File: config.mk
export PLATFORM = sky130hd
export DESIGN_NAME = rx_lane_buffer
export DESIGN_NICKNAME = d
export VERILOG_FILES = /design/src/rtl/rx_lane_buffer_pkg.sv /design/src/rtl/rx_lane_buffer_lane.sv /design/src/rtl/rx_lane_buffer.sv
export SDC_FILE = /design/constraint.sdc
export NUM_CORES = 1
export LEC_CHECK = 0
export ABC_AREA = 1
export CELL_PAD_IN_SITES_DETAIL_PLACEMENT = 0
export CELL_PAD_IN_SITES_GLOBAL_PLACEMENT = 2
export CORE_MARGIN = 2
export CORE_UTILIZATION = 36
export CTS_CLUSTER_SIZE = 30
export DETAILED_ROUTE_END_ITERATION = 16
export PLACE_DENSITY = 0.82
export SETUP_SLACK_MARGIN = 0.5
export SLEW_MARGIN = 10
export SYNTH_ARGS = -nofsm -noshare
export SYNTH_HDL_FRONTEND = slang
export SYNTH_SLANG_ARGS = --single-unit
File: constraint.sdc
create_clock -name clk -period 2.4 [get_ports clk]
set_input_delay 0.48 -clock clk [delete_from_list [all_inputs] [get_ports clk]]
set_output_delay 0.48 -clock clk [all_outputs]
set_load 0.005 [all_outputs]
File: src/rtl/rx_lane_buffer_pkg.sv
// Shared definitions for the serial receive lane buffer: lane FSM encoding,
// default comma symbol and a ceil-log2 helper for sizing counters and pointers.
package rx_lane_buffer_pkg;

  typedef enum logic [1:0] {
    SEARCH = 2'd0,
    ALIGN  = 2'd1,
    ACTIVE = 2'd2
  } lane_state_t;

  localparam logic [7:0] DEFAULT_COMMA = 8'hBC;

  // Returns ceil(log2(v)), never less than 1 so every counter has a bit.
  function automatic int clog2(input int v);
    int r;
    r = 0;
    while ((1 << r) < v) r++;
    return (r < 1) ? 1 : r;
  endfunction

endpackage

File: src/rtl/rx_lane_buffer_lane.sv
// One receive lane: MSB-first deserialiser, comma-alignment FSM and a
// DEPTH-entry FIFO of data words popped through rd/dout.
module rx_lane
  import rx_lane_buffer_pkg::*;
#(
  parameter int              DW       = 8,
  parameter int              DEPTH    = 4,
  parameter int              AF_TH    = DEPTH - 1,
  parameter int              AE_TH    = 1,
  parameter logic [DW-1:0]   COMMA    = DW'(DEFAULT_COMMA),
  parameter int              SYNC_CNT = 4
) (
  input  logic          clk,
  input  logic          reset,
  input  logic          din,
  input  logic          rd,
  output logic [DW-1:0] dout,
  output logic          dout_valid,
  output logic          empty,
  output logic          full,
  output logic          almost_full,
  output logic          almost_empty,
  output logic          active,
  output logic          error,
  output logic [1:0]    state
);

  localparam int BW = clog2(DW);
  localparam int PW = clog2(DEPTH);
  localparam int CW = clog2(DEPTH + 1);
  localparam int SW = clog2(SYNC_CNT + 1);

  lane_state_t   cur;
  logic [DW-1:0] sr;
  logic [BW-1:0] bit_cnt;
  logic [SW-1:0] comma_cnt;
  logic [DW-1:0] wr_data;
  logic          wr_pend;
  logic [DW-1:0] mem [DEPTH];
  logic [PW-1:0] wptr;
  logic [PW-1:0] rptr;
  logic [CW-1:0] count;

  logic [DW-1:0] word;
  logic          boundary;
  logic          pop;
  logic          push_ok;

  assign word     = {sr[DW-2:0], din};
  assign boundary = (bit_cnt == BW'(DW - 1));

  // Pop handshake: rd is a request, honoured only when the FIFO holds a word;
  // dout/dout_valid follow one edge later. A push into a full FIFO is only
  // accepted when a pop frees the slot on the same edge.
  assign pop     = rd && (count != '0);
  assign push_ok = wr_pend && (!full || pop);

  assign empty        = (count == '0);
  assign full         = (count == CW'(DEPTH));
  assign almost_full  = (int'(count) >= AF_TH);
  assign almost_empty = (int'(count) <= AE_TH);
  assign active       = (cur == ACTIVE);
  assign state        = cur;

  always_ff @(posedge clk) begin
    if (!reset) begin
      cur        <= SEARCH;
      sr         <= '0;
      bit_cnt    <= '0;
      comma_cnt  <= '0;
      wr_data    <= '0;
      wr_pend    <= 1'b0;
      wptr       <= '0;
      rptr       <= '0;
      count      <= '0;
      dout       <= '0;
      dout_valid <= 1'b0;
      error      <= 1'b0;
    end else begin
      sr      <= word;
      wr_pend <= 1'b0;
      case (cur)
        SEARCH: begin
          if (word == COMMA) begin
            bit_cnt   <= '0;
            comma_cnt <= SW'(1);
            cur       <= ALIGN;
          end
        end
        ALIGN: begin
          bit_cnt <= boundary ? '0 : bit_cnt + 1'b1;
          if (boundary) begin
            if (word == COMMA) begin
              comma_cnt <= comma_cnt + 1'b1;
              if (comma_cnt + 1'b1 == SW'(SYNC_CNT)) cur <= ACTIVE;
            end else begin
              comma_cnt <= '0;
              cur       <= SEARCH;
            end
          end
        end
        ACTIVE: begin
          bit_cnt <= boundary ? '0 : bit_cnt + 1'b1;
          // Commas in the data stream are idle fill and never reach the FIFO.
          if (boundary && word != COMMA) begin
            wr_data <= word;
            wr_pend <= 1'b1;
          end
        end
        default: cur <= SEARCH;
      endcase

      dout_valid <= pop;
      if (pop) begin
        dout <= mem[rptr];
        rptr <= rptr + 1'b1;
      end
      if (push_ok) wptr <= wptr + 1'b1;
      if (push_ok && !pop) count <= count + 1'b1;
      else if (pop && !push_ok) count <= count - 1'b1;
      if ((wr_pend && full && !pop) || (rd && empty)) error <= 1'b1;
    end
  end

  always_ff @(posedge clk) begin
    if (push_ok) mem[wptr] <= wr_data;
  end

endmodule

File: src/rtl/rx_lane_buffer.sv
// NCH independent serial receive lanes, each with comma alignment and its own
// pop-side FIFO; lane k uses bit k of every per-lane vector.
module rx_lane_buffer
  import rx_lane_buffer_pkg::*;
#(
  parameter int            NCH      = 2,
  parameter int            DW       = 8,
  parameter int            DEPTH    = 4,
  parameter int            AF_TH    = DEPTH - 1,
  parameter int            AE_TH    = 1,
  parameter logic [DW-1:0] COMMA    = DW'(DEFAULT_COMMA),
  parameter int            SYNC_CNT = 4
) (
  input  logic              clk,
  input  logic              reset,
  input  logic [NCH-1:0]    in,
  input  logic [NCH-1:0]    read,
  output logic [NCH*DW-1:0] out,
  output logic [NCH-1:0]    out_valid,
  output logic [NCH-1:0]    empty,
  output logic [NCH-1:0]    full,
  output logic [NCH-1:0]    almost_full,
  output logic [NCH-1:0]    almost_empty,
  output logic [NCH-1:0]    active,
  output logic [NCH-1:0]    error,
  output logic [2*NCH-1:0]  lane_state
);

  for (genvar k = 0; k < NCH; k++) begin : g_lane
    rx_lane #(
      .DW       (DW),
      .DEPTH    (DEPTH),
      .AF_TH    (AF_TH),
      .AE_TH    (AE_TH),
      .COMMA    (COMMA),
      .SYNC_CNT (SYNC_CNT)
    ) u_lane (
      .clk          (clk),
      .reset        (reset),
      .din          (in[k]),
      .rd           (read[k]),
      .dout         (out[k*DW +: DW]),
      .dout_valid   (out_valid[k]),
      .empty        (empty[k]),
      .full         (full[k]),
      .almost_full  (almost_full[k]),
      .almost_empty (almost_empty[k]),
      .active       (active[k]),
      .error        (error[k]),
      .state        (lane_state[2*k +: 2])
    );
  end

endmodule

* After elaboration in Yosys (flattened, before gate mapping)
Memory sizes are Yosys's and may differ from the RTL's. A register that Yosys moved wholly into a read port is not among the register bits. Index checks and enable logic that the tools add are counted.
Operators by class: multiplexer cells 34, magnitude comparators 4, reduce and logical (&&, ||, !) cells 52, bitwise logic cells 2, add/subtract/negate cells 12, eq/ne operators 20
Operators with widths (count):
- 3-bit 2-to-1 mux | 14
- 3-bit case mux with 2 select lines | 4
- 3-bit by 1-bit adder with 3-bit output (second input constant) | 6
- 3-bit == test (second input constant) | 6
- 8-bit == test (second input constant) | 2
- 1-bit logical AND | 16
- 2-bit 2-to-1 mux | 8
- 8-bit != test (second input constant) | 2
- 2-bit case mux with 3 select lines | 2
- 2-bit AND reduction | 6
- 2-bit nonzero test | 6
- 2-bit by 1-bit adder with 2-bit output (second input constant) | 4
- 1-bit logical NOT | 8
- 2-bit by 1-bit != test with 1-bit output (second input constant) | 4
- 4-bit AND reduction | 2
- 3-bit by 2-bit >= comparator with 1-bit output (second input constant) | 2
- 3-bit by 1-bit less-or-equal comparator with 1-bit output (second input constant) | 2
- 3-bit logical NOT | 2
- 1-bit 2-to-1 mux | 6
- 3-bit != test (second input constant) | 2
- 3-bit AND reduction | 2
- 3-bit nonzero test | 2
- 3-bit by 1-bit subtractor with 3-bit output (second input constant) | 2
- 2-bit by 1-bit == test with 1-bit output (second input constant) | 2
- 5 further kinds | 12
Storage, ports and cells: RAM bits 64, memories kept 2, flip-flop bits (word level) 66
Memories:
- g_lane[0].u_lane.mem | depth 4, bits a word 8, read ports 1, clocked after Yosys merged registers in 1, write ports 1, line rx_lane_buffer_lane.sv:39 | logic [DW-1:0] mem [DEPTH];
- g_lane[1].u_lane.mem | depth 4, bits a word 8, read ports 1, clocked after Yosys merged registers in 1, write ports 1, line rx_lane_buffer_lane.sv:39

* Depth between registers and ports, before layout
Gate-level depths: netlist of run 1.
depth in word-level cells 8, mapped depth 11, depth with buffers taken out 11

* Hierarchy
From an unflattened synthesis of run 1, not the netlist that was laid out.
Unflattened totals: cells, all modules 673, area total of the unflattened synthesis 6421.2 µm²
By module, submodules not included:
- rx_lane (g_lane[1].u_lane) | times used 1, cells an instance 337, area an instance 3238.1 µm², seq. area each 1781.7 µm²
- rx_lane (g_lane[0].u_lane) | times used 1, cells an instance 336, area an instance 3183.1 µm², seq. area each 1781.7 µm²

* Worst setup path after synthesis of run 1
No wires, ideal clock.
path type register to register, start point reg g_lane[0].u_lane.count[0], end point reg g_lane[0].u_lane.count[2], data arrival time 1.655 ns, slack 0.623 ns, clock period less this slack 1.777 ns, stages on the path, launching flop included 12, cells stage by stage dfxtp_1 -> inv_1 -> ha_1 -> inv_1 -> nor2_2 -> nor2_4 -> inv_2 -> buf_4 -> ha_1 -> inv_1 -> o21ai_0 -> a21oi_1
Between the ends: longest elaborated chain between the ends 7, elaborated cells between the ends (all ways) 15, classes of those cells add/sub (2); eq/ne (1); mux (2); reduce/logical (10)
Ends and longest elaborated chain:
- from (decl) | line rx_lane_buffer_lane.sv:42 | logic [CW-1:0] count;
- from (signal assigned) | line rx_lane_buffer_lane.sv:119 | if (push_ok && !pop) count <= count + 1'b1;
- from (signal assigned) | line rx_lane_buffer_lane.sv:120 | else if (pop && !push_ok) count <= count - 1'b1;
- parallel branches: the longest is 7 deep, another holds 3-bit by 1-bit subtractor with 3-bit output
Several ways; the timed one is not identified. The select of a mux whose other input is x is not followed. A chain may end at the register's enable or synchronous reset.

* Final worst setup path of run 1
start point reg g_lane[1].u_lane.count[1], end point out almost_full[1]
Between the ends: longest elaborated chain between the ends 1
Ends and longest elaborated chain:
- from (decl) | line rx_lane_buffer_lane.sv:42
- from (signal assigned) | line rx_lane_buffer_lane.sv:119
- from (signal assigned) | line rx_lane_buffer_lane.sv:120
- 3-bit by 2-bit >= comparator with 1-bit output | line rx_lane_buffer_lane.sv:60 | assign almost_full = (int'(count) >= AF_TH);
- to (decl) | line rx_lane_buffer.sv:22 | output logic [NCH-1:0] almost_full,
No other way between the ends.

==> impl_table.tex, run 1 <==
\begin{tabular}{lr}
\hline
Metric & Value \\
\hline
\multicolumn{2}{l}{\textbf{Clock tree}} \\
\quad Cts bufs inserted & 17 \\
\quad CTS tree & built \\
\quad Clock insertion delay at the later pin of the skew report & $\sim$430 ps \\
\quad CTS root buf & sky130\_fd\_sc\_hd\_\_clkbuf\_16 \\
\quad Buffer levels on the longest clock path & 2 \\
\quad Count of H-tree levels built during CTS & 4 \\
\quad Hold Buf Count CTS & 0 \\
\quad Number of sinks on the clock net & roughly 150 \\
\quad Clock slew seen by the registers of the worst setup and hold paths & $\sim$60 ps \\
\multicolumn{2}{l}{\textbf{Yosys}} \\
\quad Count leader, synth & sky130\_fd\_sc\_hd\_\_nor2\_1 \\
\quad Number of warnings reported in the yosys synthesis log & 0 \\
\quad Post-synthesis net count & between 700 and 800 \\
\quad Largest family of logic cells by synthesized area & simple AND/OR/NAND/NOR gates \\
\quad Synthesized-area fraction occupied by ao, oa, aoi and oai cells & 0.109 \\
\quad Top cells by instance count after synthesis & sky130\_fd\_sc\_hd\_\_nor2\_1, sky130\_fd\_sc\_hd\_\_inv\_1, sky130\_fd\_sc\_hd\_\_dfxtp\_1 \\
\quad Primary flip-flop cell chosen by synthesis mapping & sky130\_fd\_sc\_hd\_\_dfxtp\_1 \\
\quad Ys async rst share & 0 \\
\quad Synth Area in Simple Gates & 0.147 \\
\quad Adder and majority cell fraction of the synthesized area & 0.0654 \\
\quad Cell area after synthesis & 6320 µm² \\
\quad Cell accounting for the most synthesized area & sky130\_fd\_sc\_hd\_\_edfxtp\_1 \\
\quad Mux cell area share after synthesis & 0.0127 \\
\quad Parity-gate share of the synthesized area counting xor and xnor cells & 0.00693 \\
\quad Syn Area/Cell & approximately 9.4 µm² \\
\quad Top cell type's share of synthesized area & 0.304 \\
\quad Leading post-synthesis cells by cell area & sky130\_fd\_sc\_hd\_\_edfxtp\_1, sky130\_fd\_sc\_hd\_\_dfxtp\_1, sky130\_fd\_sc\_hd\_\_nor2\_1 \\
\quad Count of flip-flops with a built-in enable after synthesis & 64 \\
\quad Flip-flop and latch count after synthesis & around 150 \\
\quad Synthesized netlist cell count & between 600 and 700 \\
\quad Register area share after synthesis & 0.564 \\
\quad Number of library cell types mapped by synthesis & 35 \\
\multicolumn{2}{l}{\textbf{Pwr}} \\
\quad Leakage power & around 3.3 nW \\
\quad Proportion of power drawn by combinational gates & 0.215 \\
\quad Power density over cell area & a little over 900 nW/µm² \\
\quad Switching power & just over 0.002 W \\
\quad Clock Power Share & 0.362 \\
\quad Sequential group share of total power & 0.423 \\
\quad Switching part of the total & 0.296 \\
\quad Worst ir drop on vdd & approximately 0.54 mV \\
\quad Internal power & between 0.004 and 0.005 W \\
\multicolumn{2}{l}{\textbf{STA}} \\
\quad Final-layout setup total negative slack & 0 ps \\
\quad Final number of setup-violating endpoints & 0 \\
\quad Clock skew after layout & 12.7 ps \\
\quad Number of failing hold endpoints at the final stage & 0 \\
\quad Portion of the clock cycle consumed by the worst path in the final layout & 0.772 \\
\quad Remaining max-slew budget at the tightest pin & 0.662 \\
\quad Max-slew violation count & 0 \\
\quad FMAX & between 0.5 and 0.6 GHz \\
\quad Slew at the pin closest to its max-slew limit & 507 ps \\
\quad Minimum clock period after layout & between 1500 and 2000 ps \\
\quad Unrepaired setup endpoints after global routing & yes \\
\quad Worst hold-check slack & between 400 and 500 ps \\
\multicolumn{2}{l}{\textbf{Worst setup path}} \\
\quad WS Path Type & reg -> out \\
\quad Launching element of the worst setup path & g\_lane[1].u\_lane.count[1] \\
\quad Critical path data required time & roughly 1900 ps \\
\quad Largest fanout of any net on the critical path & 3 \\
\quad Terminus of the critical flop-to-flop path & g\_lane[0].u\_lane.count[2] \\
\quad Setup slack of the worst register-to-register path & about 660 ps \\
\quad Worst R2R Start & g\_lane[0].u\_lane.count[0] \\
\quad Crit. End Element & output pin \\
\quad Data arrival time of the critical path & around 1400 ps \\
\quad Depth of the most critical reg-to-reg path & 11 \\
\quad Startpoint class of the critical path & register \\
\multicolumn{2}{l}{\textbf{Outcome}} \\
\quad Run status & complete, no violations \\
\multicolumn{2}{l}{\textbf{Worst hold path}} \\
\quad Capture endpoint of the worst hold path & g\_lane[0].u\_lane.sr[6] \\
\quad Start point of the worst min-delay path & g\_lane[0].u\_lane.sr[5] \\
\quad Worst hold path cell count & 2 \\
\quad Worst Hold Class & reg -> reg \\
\multicolumn{2}{l}{\textbf{Place}} \\
\quad Weighted congestion reported at the end of routability-driven placement & 0.713 \\
\quad Number of buffers inserted by port buffering & 39 \\
\quad Final HPWL DP & 8.01 mm \\
\quad Area of placed instances & between 6000 and 7000 µm² \\
\quad Cell Count Post-Placement & 918 \\
\multicolumn{2}{l}{\textbf{GRT}} \\
\quad Total grt overflow & 0 \\
\quad Via count of the first global-routing pass & 4057 \\
\quad Total routing resource utilization after global routing & 0.135 \\
\quad Initial antenna violation count & 0 \\
\quad Global-route wire length before repair & 19.4 mm \\
\quad Pin count of the biggest net entering global routing & 34 \\
\multicolumn{2}{l}{\textbf{Final layout}} \\
\quad Share of post-route cells with drive strength above 1 & 0.163 \\
\quad Ant diodes & 0 \\
\quad Fin area & between 7000 and 8000 µm² \\
\quad Non-filler instance count after layout & approximately 960 \\
\quad \# fillers & approximately 1600 \\
\quad Total number of nets in the final design & between 700 and 800 \\
\quad P\&R area growth vs syn & 19.7\% \\
\multicolumn{2}{l}{\textbf{Route}} \\
\quad Final wirelength & about 12 mm \\
\quad Per-cell via count in the routed design & around 4.5 \\
\quad DR WL/cell & approximately 12 µm \\
\quad Post-detailed-route count of antenna-violating nets & 0 \\
\quad Number of violations reported at the end of detailed-routing iteration 0 & approximately 170 \\
\quad Via total after detailed routing & roughly 4300 \\
\quad Number of optimization iterations in the first detailed-route pass & 5 \\
\quad Post-detailed-route DRC marker count & 0 \\
\multicolumn{2}{l}{\textbf{Die}} \\
\quad I/O Pins & 40 \\
\quad Width of the chip & about 140 µm \\
\quad Vertical die dimension & about 140 µm \\
\quad Initial Util & 0.366 \\
\quad Die area & roughly 19000 µm² \\
\quad Core region area & about 17000 µm² \\
\quad Count of standard-cell rows & 48 \\
\multicolumn{2}{l}{\textbf{Job}} \\
\quad Max-cap violation count & 0 \\
\hline
\end{tabular}
-- worst max-delay path, cell delays in order (launching register included) --
cell	delay [ps]
sky130_fd_sc_hd__dfxtp_2	330
sky130_fd_sc_hd__ha_2	180
sky130_fd_sc_hd__ha_2	180
sky130_fd_sc_hd__nor2_2	90
sky130_fd_sc_hd__o21ai_1	60
sky130_fd_sc_hd__buf_2	120
-- area by class of cell --
| type | instances | area [µm²] | share of cell area |
|---|---|---|---|
| clock inverter | 14 | 123 | 0.0162 |
| multi-input combinational | 394 | 2220 | 0.294 |
| tap | 225 | 282 | 0.0373 |
| timing repair buffer | 63 | 538 | 0.0712 |
| clock buffer | 18 | 439 | 0.0581 |
| sequential | 146 | 3580 | 0.474 |
| inverter | 99 | 377 | 0.0498 |
-- worst max-delay path by stage --
stage / end / cells past startpoint / slack (ps)
3_3_place_gp: g_lane[0].u_lane.count[2] / 9 / 330
3_5_place_dp: g_lane[0].u_lane.count[2] / 9 / 250
6_report: almost_full[1] / 5 / 550
2_1_floorplan: g_lane[0].u_lane.count[2] / 11 / 620
4_1_cts: almost_full[1] / 5 / 500
5_1_grt: almost_full[1] / 5 / 460
-- flip-flops by register name, indices dropped and copies added (netlist names) --
register / cells
g_lane.u_lane.bit_cnt: 6
g_lane.u_lane.comma_cnt: 6
g_lane.u_lane.count: 6
g_lane.u_lane.dout: 16
g_lane.u_lane.dout_valid: 2
g_lane.u_lane.error: 2
g_lane.u_lane.mem: 64
g_lane.u_lane.rptr: 4
g_lane.u_lane.sr: 14
g_lane.u_lane.state: 4
g_lane.u_lane.wptr: 4
g_lane.u_lane.wr_data: 16
g_lane.u_lane.wr_pend: 2
-- through the flow --
stage	setup slack, ps	power, W	utilization
2_1_floorplan	623	0.00390	-
6_report	548	0.00686	0.438
3_3_place_gp	327	0.00431	0.398
5_1_grt	455	0.00726	0.438
3_5_place_dp	252	0.00434	0.398
4_1_cts	498	0.00690	0.436
-- kinds of logic (layout without fill, tap and decap cells) --
kind of cell / after synthesis / count (layout)
adder cells (fa/ha/maj): 33 / 33
multiplexers: 8 / 8
XOR/XNOR: 5 / 5
flip-flops: 146 / 146
buffers and inverters: 133 / 194
AO/OA/AOI/OAI: 127 / 127
AND/OR/NAND/NOR: 221 / 221
-- per-layer routing --
metal	GRT usage	wire length, µm	vias up
met5	0	0	-
met4	0.0567	116	0
met3	0.0362	398	10
li1	-	-	2273
met2	0.209	5310	56
met1	0.177	5830	1971
-- layout by cell type (no fill, tap or decap), types with 24 or more instances in the layout --
cell                              instances
sky130_fd_sc_hd__buf_4                   24
sky130_fd_sc_hd__dfxtp_1                 73
sky130_fd_sc_hd__edfxtp_1                64
sky130_fd_sc_hd__clkdlybuf4s50_1         28
sky130_fd_sc_hd__nand2_1                 67
sky130_fd_sc_hd__ha_1                    25
sky130_fd_sc_hd__nor2_1                 113
sky130_fd_sc_hd__o21ai_0                 61
sky130_fd_sc_hd__inv_1                   84
sky130_fd_sc_hd__a21oi_1                 28
-- power groups by stage --
stage | logic [W] | registers, W | clock network (W)
after floorplan | 0.00102 | 0.00288 | 0
after global routing | 0.00168 | 0.00293 | 0.00265
final | 0.00147 | 0.00290 | 0.00248
after global placement | 0.00139 | 0.00292 | 0
after CTS | 0.00146 | 0.00290 | 0.00255
after detailed placement | 0.00141 | 0.00293 | 0
-- what timing repair did --
action | 4_1_cts | 5_1_grt
setup endpoints to repair | 11 | 13
pin swaps | 2 | 5
buffers inserted | 8 | 1
resized for setup | 40 | 22
Note: power is estimated with default switching activity, not from simulation.
==> run 2: changes to the inputs <==
==> constraint.sdc (replaced) <==
create_clock -name clk -period 1.75 [get_ports clk]
set_input_delay 0.35 -clock clk [delete_from_list [all_inputs] [get_ports clk]]
set_output_delay 0.35 -clock clk [all_outputs]
set_load 0.005 [all_outputs]
==> impl_table.tex, run 2 (same netlist as run 1, synthesis figures left out) <==
\begin{tabular}{lr}
\hline
Metric & Value \\
\hline
\multicolumn{2}{l}{\textbf{Outcome}} \\
\quad Run status & complete, no violations (unchanged) \\
\multicolumn{2}{l}{\textbf{Worst setup path}} \\
\quad Startpoint class of the critical path & register (unchanged) \\
\quad Launching element of the worst setup path & g\_lane[0].u\_lane.count[0] (was g\_lane[1].u\_lane.count[1]) \\
\quad Worst R2R Start & g\_lane[1].u\_lane.count[0] (was g\_lane[0].u\_lane.count[0]) \\
\quad Setup slack of the worst register-to-register path & 110 ps (was 660 ps) \\
\quad Critical path data required time & 1400 ps (was 1920 ps) \\
\quad Largest fanout of any net on the critical path & 3 (unchanged) \\
\quad Depth of the most critical reg-to-reg path & 12 (was 11) \\
\quad Crit. End Element & output pin (unchanged) \\
\quad Endpoint of the most critical setup path & almost\_full[0] (was almost\_full[1]) \\
\quad Terminus of the critical flop-to-flop path & g\_lane[1].u\_lane.count[2] (was g\_lane[0].u\_lane.count[2]) \\
\quad WS Path Type & reg -> out (unchanged) \\
\quad Data arrival time of the critical path & 1350 ps (was 1370 ps) \\
\multicolumn{2}{l}{\textbf{Clock tree}} \\
\quad Cts bufs inserted & 17 (unchanged) \\
\quad Clock slew seen by the registers of the worst setup and hold paths & 60 ps (about the same) \\
\quad Count of H-tree levels built during CTS & 4 (unchanged) \\
\quad CTS root buf & sky130\_fd\_sc\_hd\_\_clkbuf\_16 (unchanged) \\
\quad Number of sinks on the clock net & 146 (unchanged) \\
\quad CTS tree & built (unchanged) \\
\quad Buffer levels on the longest clock path & 2 (unchanged) \\
\quad Clock insertion delay at the later pin of the skew report & 410 ps (was 430 ps) \\
\multicolumn{2}{l}{\textbf{Die}} \\
\quad Initial Util & 0.366 (unchanged) \\
\quad Core region area & 17200 µm² (unchanged) \\
\quad I/O Pins & 40 (unchanged) \\
\quad Vertical die dimension & 136 µm (unchanged) \\
\quad Width of the chip & 136 µm (unchanged) \\
\quad Die area & 18600 µm² (unchanged) \\
\quad Count of standard-cell rows & 48 (unchanged) \\
\multicolumn{2}{l}{\textbf{GRT}} \\
\quad Pin count of the biggest net entering global routing & 25 (was 34) \\
\quad Global-route wire length before repair & 21.3 mm (was 19.4 mm) \\
\quad Via count of the first global-routing pass & 4412 (was 4057) \\
\quad Initial antenna violation count & 0 (unchanged) \\
\quad Total grt overflow & 0 (unchanged) \\
\quad Total routing resource utilization after global routing & 0.148 (was 0.135) \\
\multicolumn{2}{l}{\textbf{Job}} \\
\quad Max-cap violation count & 0 (unchanged) \\
\multicolumn{2}{l}{\textbf{STA}} \\
\quad Minimum clock period after layout & roughly 1700 ps \\
\quad Number of failing hold endpoints at the final stage & 0 (unchanged) \\
\quad FMAX & 0.587 GHz \\
\quad Portion of the clock cycle consumed by the worst path in the final layout & 0.974 \\
\quad Final setup slack of the worst path & 46.0 ps (was 548 ps) \\
\quad Max-slew violation count & 0 (unchanged) \\
\quad Remaining max-slew budget at the tightest pin & 0.690 (was 0.662) \\
\quad Final number of setup-violating endpoints & 0 (unchanged) \\
\quad Unrepaired setup endpoints after global routing & yes (unchanged) \\
\quad Worst hold-check slack & 277 ps (was 425 ps) \\
\quad Slew at the pin closest to its max-slew limit & 464 ps (was 507 ps) \\
\quad Clock skew after layout & 9.05 ps (was 12.7 ps) \\
\multicolumn{2}{l}{\textbf{Final layout}} \\
\quad P\&R area growth vs syn & 42.8\% (was 19.7\%) \\
\quad Register with the most flip-flops & g\_lane.u\_lane.mem (unchanged) \\
\quad \# fillers & 1513 (was 1633) \\
\quad Largest registers in the final layout & g\_lane.u\_lane.mem: 64 flops, g\_lane.u\_lane.dout: 16 flops, g\_lane.u\_lane.wr\_data: 16 flops (unchanged) \\
\quad Flip-flop count of the largest register, all copies and words added & 64 (unchanged) \\
\quad Total number of nets in the final design & 815 (was 760) \\
\quad Most common cell after layout, fill and taps aside & sky130\_fd\_sc\_hd\_\_nor2\_1 (unchanged) \\
\quad Leading cell types in the layout, fill and taps excluded & sky130\_fd\_sc\_hd\_\_nor2\_1, sky130\_fd\_sc\_hd\_\_inv\_1, sky130\_fd\_sc\_hd\_\_edfxtp\_1 (was sky130\_fd\_sc\_hd\_\_nor2\_1, sky130\_fd\_sc\_hd\_\_inv\_1, sky130\_fd\_sc\_hd\_\_dfxtp\_1) \\
\quad Ant diodes & 0 (unchanged) \\
\quad Share of post-route cells with drive strength above 1 & 0.456 (was 0.163) \\
\quad Final design utilization & 0.523 (was 0.438) \\
\multicolumn{2}{l}{\textbf{Route}} \\
\quad Final wirelength & 13.1 mm (was 11.7 mm) \\
\quad Number of violations reported at the end of detailed-routing iteration 0 & 246 (was 173) \\
\quad Via total after detailed routing & 4624 (was 4310) \\
\quad Per-cell via count in the routed design & 4.56 (was 4.49) \\
\quad Post-detailed-route DRC marker count & 0 (unchanged) \\
\quad Number of optimization iterations in the first detailed-route pass & 4 (was 5) \\
\quad Post-detailed-route count of antenna-violating nets & 0 (unchanged) \\
\quad DR WL/cell & 12.9 µm (was 12.2 µm) \\
\multicolumn{2}{l}{\textbf{Place}} \\
\quad Final HPWL DP & 8.68 mm (was 8.01 mm) \\
\quad Worst setup slack before clock tree synthesis & -44.9 ps (was 252 ps) \\
\quad Number of buffers inserted by port buffering & 39 (unchanged) \\
\quad Weighted congestion reported at the end of routability-driven placement & 0.797 (was 0.713) \\
\multicolumn{2}{l}{\textbf{Pwr}} \\
\quad Power density over cell area & 1240 nW/µm² (was 907 nW/µm²) \\
\quad Worst ir drop on vdd & 0.702 mV (was 0.535 mV) \\
\quad Leakage power & 3.78 nW (was 3.25 nW) \\
\multicolumn{2}{l}{\textbf{Worst hold path}} \\
\quad Worst Hold Class & in -> reg (was reg -> reg) \\
\hline
\end{tabular}
run 2: per-layer routing:
metal	track usage	vias to the layer above	wire length, µm
met1	0.184	2157	6140
met2	0.242	63	6310
met3	0.0429	17	391
met4	0.0602	0	232
met5	0	-	0
li1	-	2387	-
run 2: worst min path at each step:
stage,from,to,slack (ps),cells after the start
after floorplan,g_lane[0].u_lane.sr[0],g_lane[0].u_lane.sr[1],410,2
after global placement,g_lane[0].u_lane.sr[5],g_lane[0].u_lane.sr[6],420,2
after detailed placement,g_lane[1].u_lane.sr[0],g_lane[1].u_lane.sr[1],420,2
after CTS,in[0],g_lane[0].u_lane.sr[0],240,3
after global routing,in[0],g_lane[0].u_lane.sr[0],260,3
final,in[0],g_lane[0].u_lane.sr[0],280,3
run 2: worst max-delay path: stages, from the launching register on:
cell,delay [ps]
sky130_fd_sc_hd__dfxtp_4,370
sky130_fd_sc_hd__ha_4,170
sky130_fd_sc_hd__ha_4,160
sky130_fd_sc_hd__nor2_4,70
sky130_fd_sc_hd__o21ai_2,60
sky130_fd_sc_hd__buf_2,130
run 2: through the flow:
stage	area (µm²)	total power [W]	instances	TNS, ps
final	9020	0.0112	1014	0
after global routing	9020	0.0118	1014	-22.9
after CTS	8320	0.0106	993	0
after detailed placement	7130	0.00615	927	-1180
after global placement	7130	0.00612	927	-501
after floorplan	6500	0.00549	673	0
run 2: cell type report:
class,instances,area [µm²],share of cell area
timing repair inverter,2,12.5,0.00139
inverter,99,419,0.0465
tap,225,282,0.0312
clock buffer,18,429,0.0476
timing repair buffer,116,1060,0.117
clock inverter,14,236,0.0262
multi-input combinational,394,2930,0.325
sequential,146,3650,0.405
run 2: power breakdown:
| group | switching, W | internal, W | leakage [nW] | total (W) |
|---|---|---|---|---|
| registers | 0.000213 | 0.00381 | 1.36 | 0.00402 |
| logic | 0.00154 | 0.00159 | 2.11 | 0.00312 |
| clock network | 0.00139 | 0.00267 | 0.310 | 0.00406 |
run 2: timing repair:
item | in CTS | in global routing
hold buffers | 0 | 0
setup endpoints to repair | 161 | 145
gates resized for setup | 285 | 151
gates cloned | 2 | 3
pin swaps | 47 | 70
setup buffers | 32 | 18
==> patch 1 (flow settings as in run 1) <==
`DEPTH` is set to 4 in 2 places; all go to 8.
--- a/src/rtl/rx_lane_buffer_lane.sv
+++ b/src/rtl/rx_lane_buffer_lane.sv
@@ -4,7 +4,7 @@
   import rx_lane_buffer_pkg::*;
 #(
   parameter int              DW       = 8,
-  parameter int              DEPTH    = 4,
+  parameter int              DEPTH    = 8,
   parameter int              AF_TH    = DEPTH - 1,
   parameter int              AE_TH    = 1,
   parameter logic [DW-1:0]   COMMA    = DW'(DEFAULT_COMMA),
--- a/src/rtl/rx_lane_buffer.sv
+++ b/src/rtl/rx_lane_buffer.sv
@@ -5,7 +5,7 @@
 #(
   parameter int            NCH      = 2,
   parameter int            DW       = 8,
-  parameter int            DEPTH    = 4,
+  parameter int            DEPTH    = 8,
   parameter int            AF_TH    = DEPTH - 1,
   parameter int            AE_TH    = 1,
   parameter logic [DW-1:0] COMMA    = DW'(DEFAULT_COMMA),
Formal check against the unedited RTL: no difference found for any inputs over 10 cycles, from zero or initial values and one cycle with reset low; that may be too few to reach the edited logic, so the function may still have changed.
==> patch 1 against run 1 <==
  * Synthesized area increased by 43%
  * Worst setup slack got worse by 0.034 ns
  * Sequential share of layout area increased by 4.8 points
  * Wire length increased by 61%
  * Sequential cell count increased by 70
  * Register-to-register slack got worse by 0.06 ns
  * Cell area increased by 43%
  * Critical path depth unchanged
  * First-iteration DRC count increased by 110%
  * Total power increased by 62%
  * Core utilization increased by 0.29 points
  * Clock skew increased by 0.0034 ns
  * Critical path type unchanged
  * Largest cell class unchanged
  * Largest power group unchanged
==> patch 1: results <==
[drt]
met2_wirelength_um = 8180
firstDrtPassIters = 7
drt_iter0_drc = 370
wl_met1_um = 9380
vias = 6151

[place]
gp_congestion = 0.749
dp_hpwl_um = 12100
dpl_cell_area_mm2 = 0.00969

[synthesis]
yosys-top-cells-count = "182 x nor2_1, 128 x edfxtp_1, 102 x nand2_1, 88 x dfxtp_1, 77 x inv_1"
synth_edf_count = 128
ys_seq_area_frac = 0.622

[finish]
nNetsFinal = 1001
drive_gt1_frac = 0.143

[status]
outcome = "finished, final reports clean"

[global_route]
track_usage = 0.144
grt_max_degree = 57
use_met2 = 0.223

[clocking]
clock_path_buffers = 3
h-tree-depth = 1
cts_buffers = 24

[timing]
hold_ws_ns = 0.426
worstMarginPinSlew_ns = 0.583
fin_skew_ns = 0.0161

[setup_path]
slowest_delay_ns = 0.37
slowest_stage = "dfxtp_4"
r2r_slack_ns = 0.60

[power_and_ir_drop]
powerClk_mw = 3.90
seq_power_mw = 4.30
power_leakage_nw = 4.28
power_density_mw_per_mm2 = 1030
[patch 1: kinds of logic (layout without fill, tap and decap cells)]
kind of cell,count (synthesis),count (layout),share of synthesized area
adder cells (fa/ha/maj),27,27,0.0375
XOR/XNOR,2,2,0.00194
buffers and inverters,134,208,0.0712
AND/OR/NAND/NOR,343,343,0.153
AO/OA/AOI/OAI,190,190,0.114
flip-flops,216,216,0.622
[patch 1: worst max-delay path by stage]
stage               slack (ns)                                      to                              startpoint
global placement          0.26  g_lane[0].u_lane.count[2]$_SDFFE_PN0P_                                 read[0]
finish                    0.51                          almost_full[1]  g_lane[1].u_lane.count[0]$_SDFFE_PN0P_
global route              0.43  g_lane[0].u_lane.count[2]$_SDFFE_PN0P_  g_lane[0].u_lane.count[0]$_SDFFE_PN0P_
floorplan                 0.51  g_lane[0].u_lane.count[3]$_SDFFE_PN0P_  g_lane[0].u_lane.count[0]$_SDFFE_PN0P_
CTS                       0.40                          almost_full[0]  g_lane[0].u_lane.count[0]$_SDFFE_PN0P_
detailed placement        0.26  g_lane[0].u_lane.count[2]$_SDFFE_PN0P_                                 read[0]
[patch 1: area by class of cell]
| cell class | instances | area (µm²) |
|---|---|---|
| Multi-Input combinational cell | 562 | 2920 |
| Sequential cell | 216 | 5630 |
| Inverter | 87 | 334 |
| Timing Repair Buffer | 77 | 656 |
| Tap cell | 324 | 405 |
| Clock inverter | 13 | 185 |
| Fill cell | 2329 | 13700 |
| Clock buffer | 31 | 668 |
[patch 1: what timing repair did]
action / 4_1_cts / 5_1_grt
gates resized for setup: 70 / 35
endpoints found under the setup margin: 97 / 36
pin swaps: 4 / 9
buffers inserted: 9 / 2
==> patch 2 (settings of run 1) <==
Without the edit above. Put a register stage on the output `error`. The value now appears one clock later. The other outputs are not delayed to match.
--- a/src/rtl/rx_lane_buffer.sv
+++ b/src/rtl/rx_lane_buffer.sv
@@ -26,6 +26,8 @@
   output logic [2*NCH-1:0]  lane_state
 );
 
+  logic [NCH-1:0] error_d;
+
   for (genvar k = 0; k < NCH; k++) begin : g_lane
     rx_lane #(
       .DW       (DW),
@@ -46,10 +48,14 @@
       .almost_full  (almost_full[k]),
       .almost_empty (almost_empty[k]),
       .active       (active[k]),
-      .error        (error[k]),
+      .error        (error_d[k]),
       .state        (lane_state[2*k +: 2])
     );
   end
 
+  always_ff @(posedge clk) begin
+      error <= error_d;
+  end
+
 endmodule
 
Check against the original RTL: not equivalent (Yosys sat finds a counterexample within 4 cycles, from zero or initial values and one cycle with reset low).
==> patch 2 against run 1 <==
  * Maximum frequency down 0.56%
  * Wire length down 0.52%
  * Cell area grew 1.8%
  * Combinational power shrank 19%
  * Via count is 0.28% higher
  * Worst setup slack got worse by 0.011 ns
  * Sequential cell count rose by 2
  * Count of clock-buffer cells in the layout grew 3
  * Highest routed layer unchanged
  * Total power fell by 2.5%
  * Non-clock buffer count fell by 4
  * Largest power group unchanged
  * Largest cell class unchanged
  * Worst hold slack got worse by 0.068 ns
  * Synthesized area grew 1.6%
  * Register-to-register slack worse by 0.02 ns
==> patch 2: results <==
[finish]
antenna_cells = 0
nNetsFinal = 761
drive_gt1_frac = 0.165

[place]
portBuffers = 39
dp_hpwl_um = 7770
gp_congestion = 0.770
post-place-ws_ns = 0.232

[power_and_ir_drop]
power_leakage_nw = 3.27
ir_drop_mv = 0.539

[timing]
fin_skew_ns = 0.0106
max_slew_margin = 0.532

[synthesis]
ys_seq_area_frac = 0.561
yosys-top-cells-area = "edfxtp_1 30%, dfxtp_1 26%, nor2_1 6.5%, ha_1 6.4%, inv_1 5.6%"
synth-main-ff-cell = "dfxtp_1"
synth_cell_type_count = 27
syn-num-nets = 715
yosys-top-cells-count = "111 x nor2_1, 96 x inv_1, 84 x dfxtp_1, 64 x edfxtp_1, 64 x nand2_1"
synth_edf_count = 64

[setup_path]
worst-path-max-fanout = 4
slowest_stage = "dfxtp_4"
slowest_delay_ns = 0.35
rr_endpoint = "g_lane[0].u_lane.count[0]$_SDFFE_PN0P_"
r2r_slack_ns = 0.64

[clocking]
insertion_delay_ns = 0.42
cts_buffers = 17
path_clk_slew_ns = 0.06

[hold_path]
min_from = "g_lane[0].u_lane.error$_SDFFE_PN0P_"
hold-path-endpoint = "error[0]$_DFF_P_"
hold_depth = 0

[drt]
wire_per_inst_um = 12.1
vias_per_cell = 4.50
firstDrtPassIters = 4
drt_iter0_drc = 199

[global_route]
grt_max_degree = 48
grt_pass1_vias = 4089
track_usage = 0.132
antenna_found_initial = 0

[status]
outcome = "finished, final reports clean"
[patch 2: cell types whose count changed in the layout (fill, tap and decap cells not counted), sizes merged, moves of 2 or more]
cell	run 1	this run
nand3	17	22
dlygate4sd2	6	4
nor2	124	121
dfxtp	82	84
buf	27	23
a21oi	31	35
clkbuf	20	24
inv	105	108
bufinv	0	2
nand2	76	68
[patch 2: layer usage]
metal / part of all wire / GRT usage / vias up
met2: 0.46 / 0.219 / 69
li1: - / - / 2278
met5: 0 / 0 / -
met4: 0.017 / 0.0510 / 0
met3: 0.041 / 0.0386 / 19
met1: 0.48 / 0.163 / 1956
[patch 2: layout make-up]
class	instances	area, µm²
fill	1640	9660
inverter	107	409
tap	225	282
sequential	148	3620
timing repair buffer	59	508
clock inverter	11	128
clock buffer	21	462
multi-input combinational	389	2280
[patch 2: how the worst max path moves through the flow]
stage | cells after the start | slack [ns] | to | from
CTS | 5 | 0.49 | empty[0] | g_lane[0].u_lane.count[0]$_SDFFE_PN0P_
global placement | 9 | 0.31 | g_lane[0].u_lane.count[1]$_SDFFE_PN0P_ | read[0]
finish | 5 | 0.54 | almost_full[0] | g_lane[0].u_lane.count[0]$_SDFFE_PN0P_
detailed placement | 9 | 0.23 | g_lane[0].u_lane.count[0]$_SDFFE_PN0P_ | read[0]
global route | 5 | 0.46 | full[0] | g_lane[0].u_lane.count[0]$_SDFFE_PN0P_
floorplan | 11 | 0.62 | g_lane[0].u_lane.count[0]$_SDFFE_PN0P_ | g_lane[0].u_lane.count[0]$_SDFFE_PN0P_
[patch 2: cell families after synthesis]
logic type | synth area share
flops | 0.561
compound gates | 0.112
xor+xnor | 0.00682
mux | 0.0125
fa+ha+maj | 0.0643
simple gates | 0.148
buf+inv | 0.0947
[patch 2: timing repair]
item	4_1_cts	5_1_grt
pin swaps	2	3
setup buffers	6	0
resized for setup	41	21
endpoints found under the setup margin	12	15
gates cloned	0	0
hold buffers	0	0
[patch 2: metrics by stage]
step,cell area (µm²),utilization,power (mW),std cells,hold WS [ns]
2_1_floorplan,6420,-,3.69,676,0.331
3_3_place_gp,6980,0.402,4.04,922,0.340
3_5_place_dp,6980,0.402,4.06,922,0.353
4_1_cts,7660,0.441,6.74,960,0.364
5_1_grt,7690,0.443,7.05,960,0.368
6_report,7690,0.443,6.69,960,0.357
[patch 2: power breakdown]
group / internal (mW) / switching (mW) / total, mW / leakage (nW)
clock network: 1.60 / 1.01 / 2.60 / 0.280
logic: 0.579 / 0.614 / 1.19 / 1.63
registers: 2.76 / 0.127 / 2.89 / 1.36
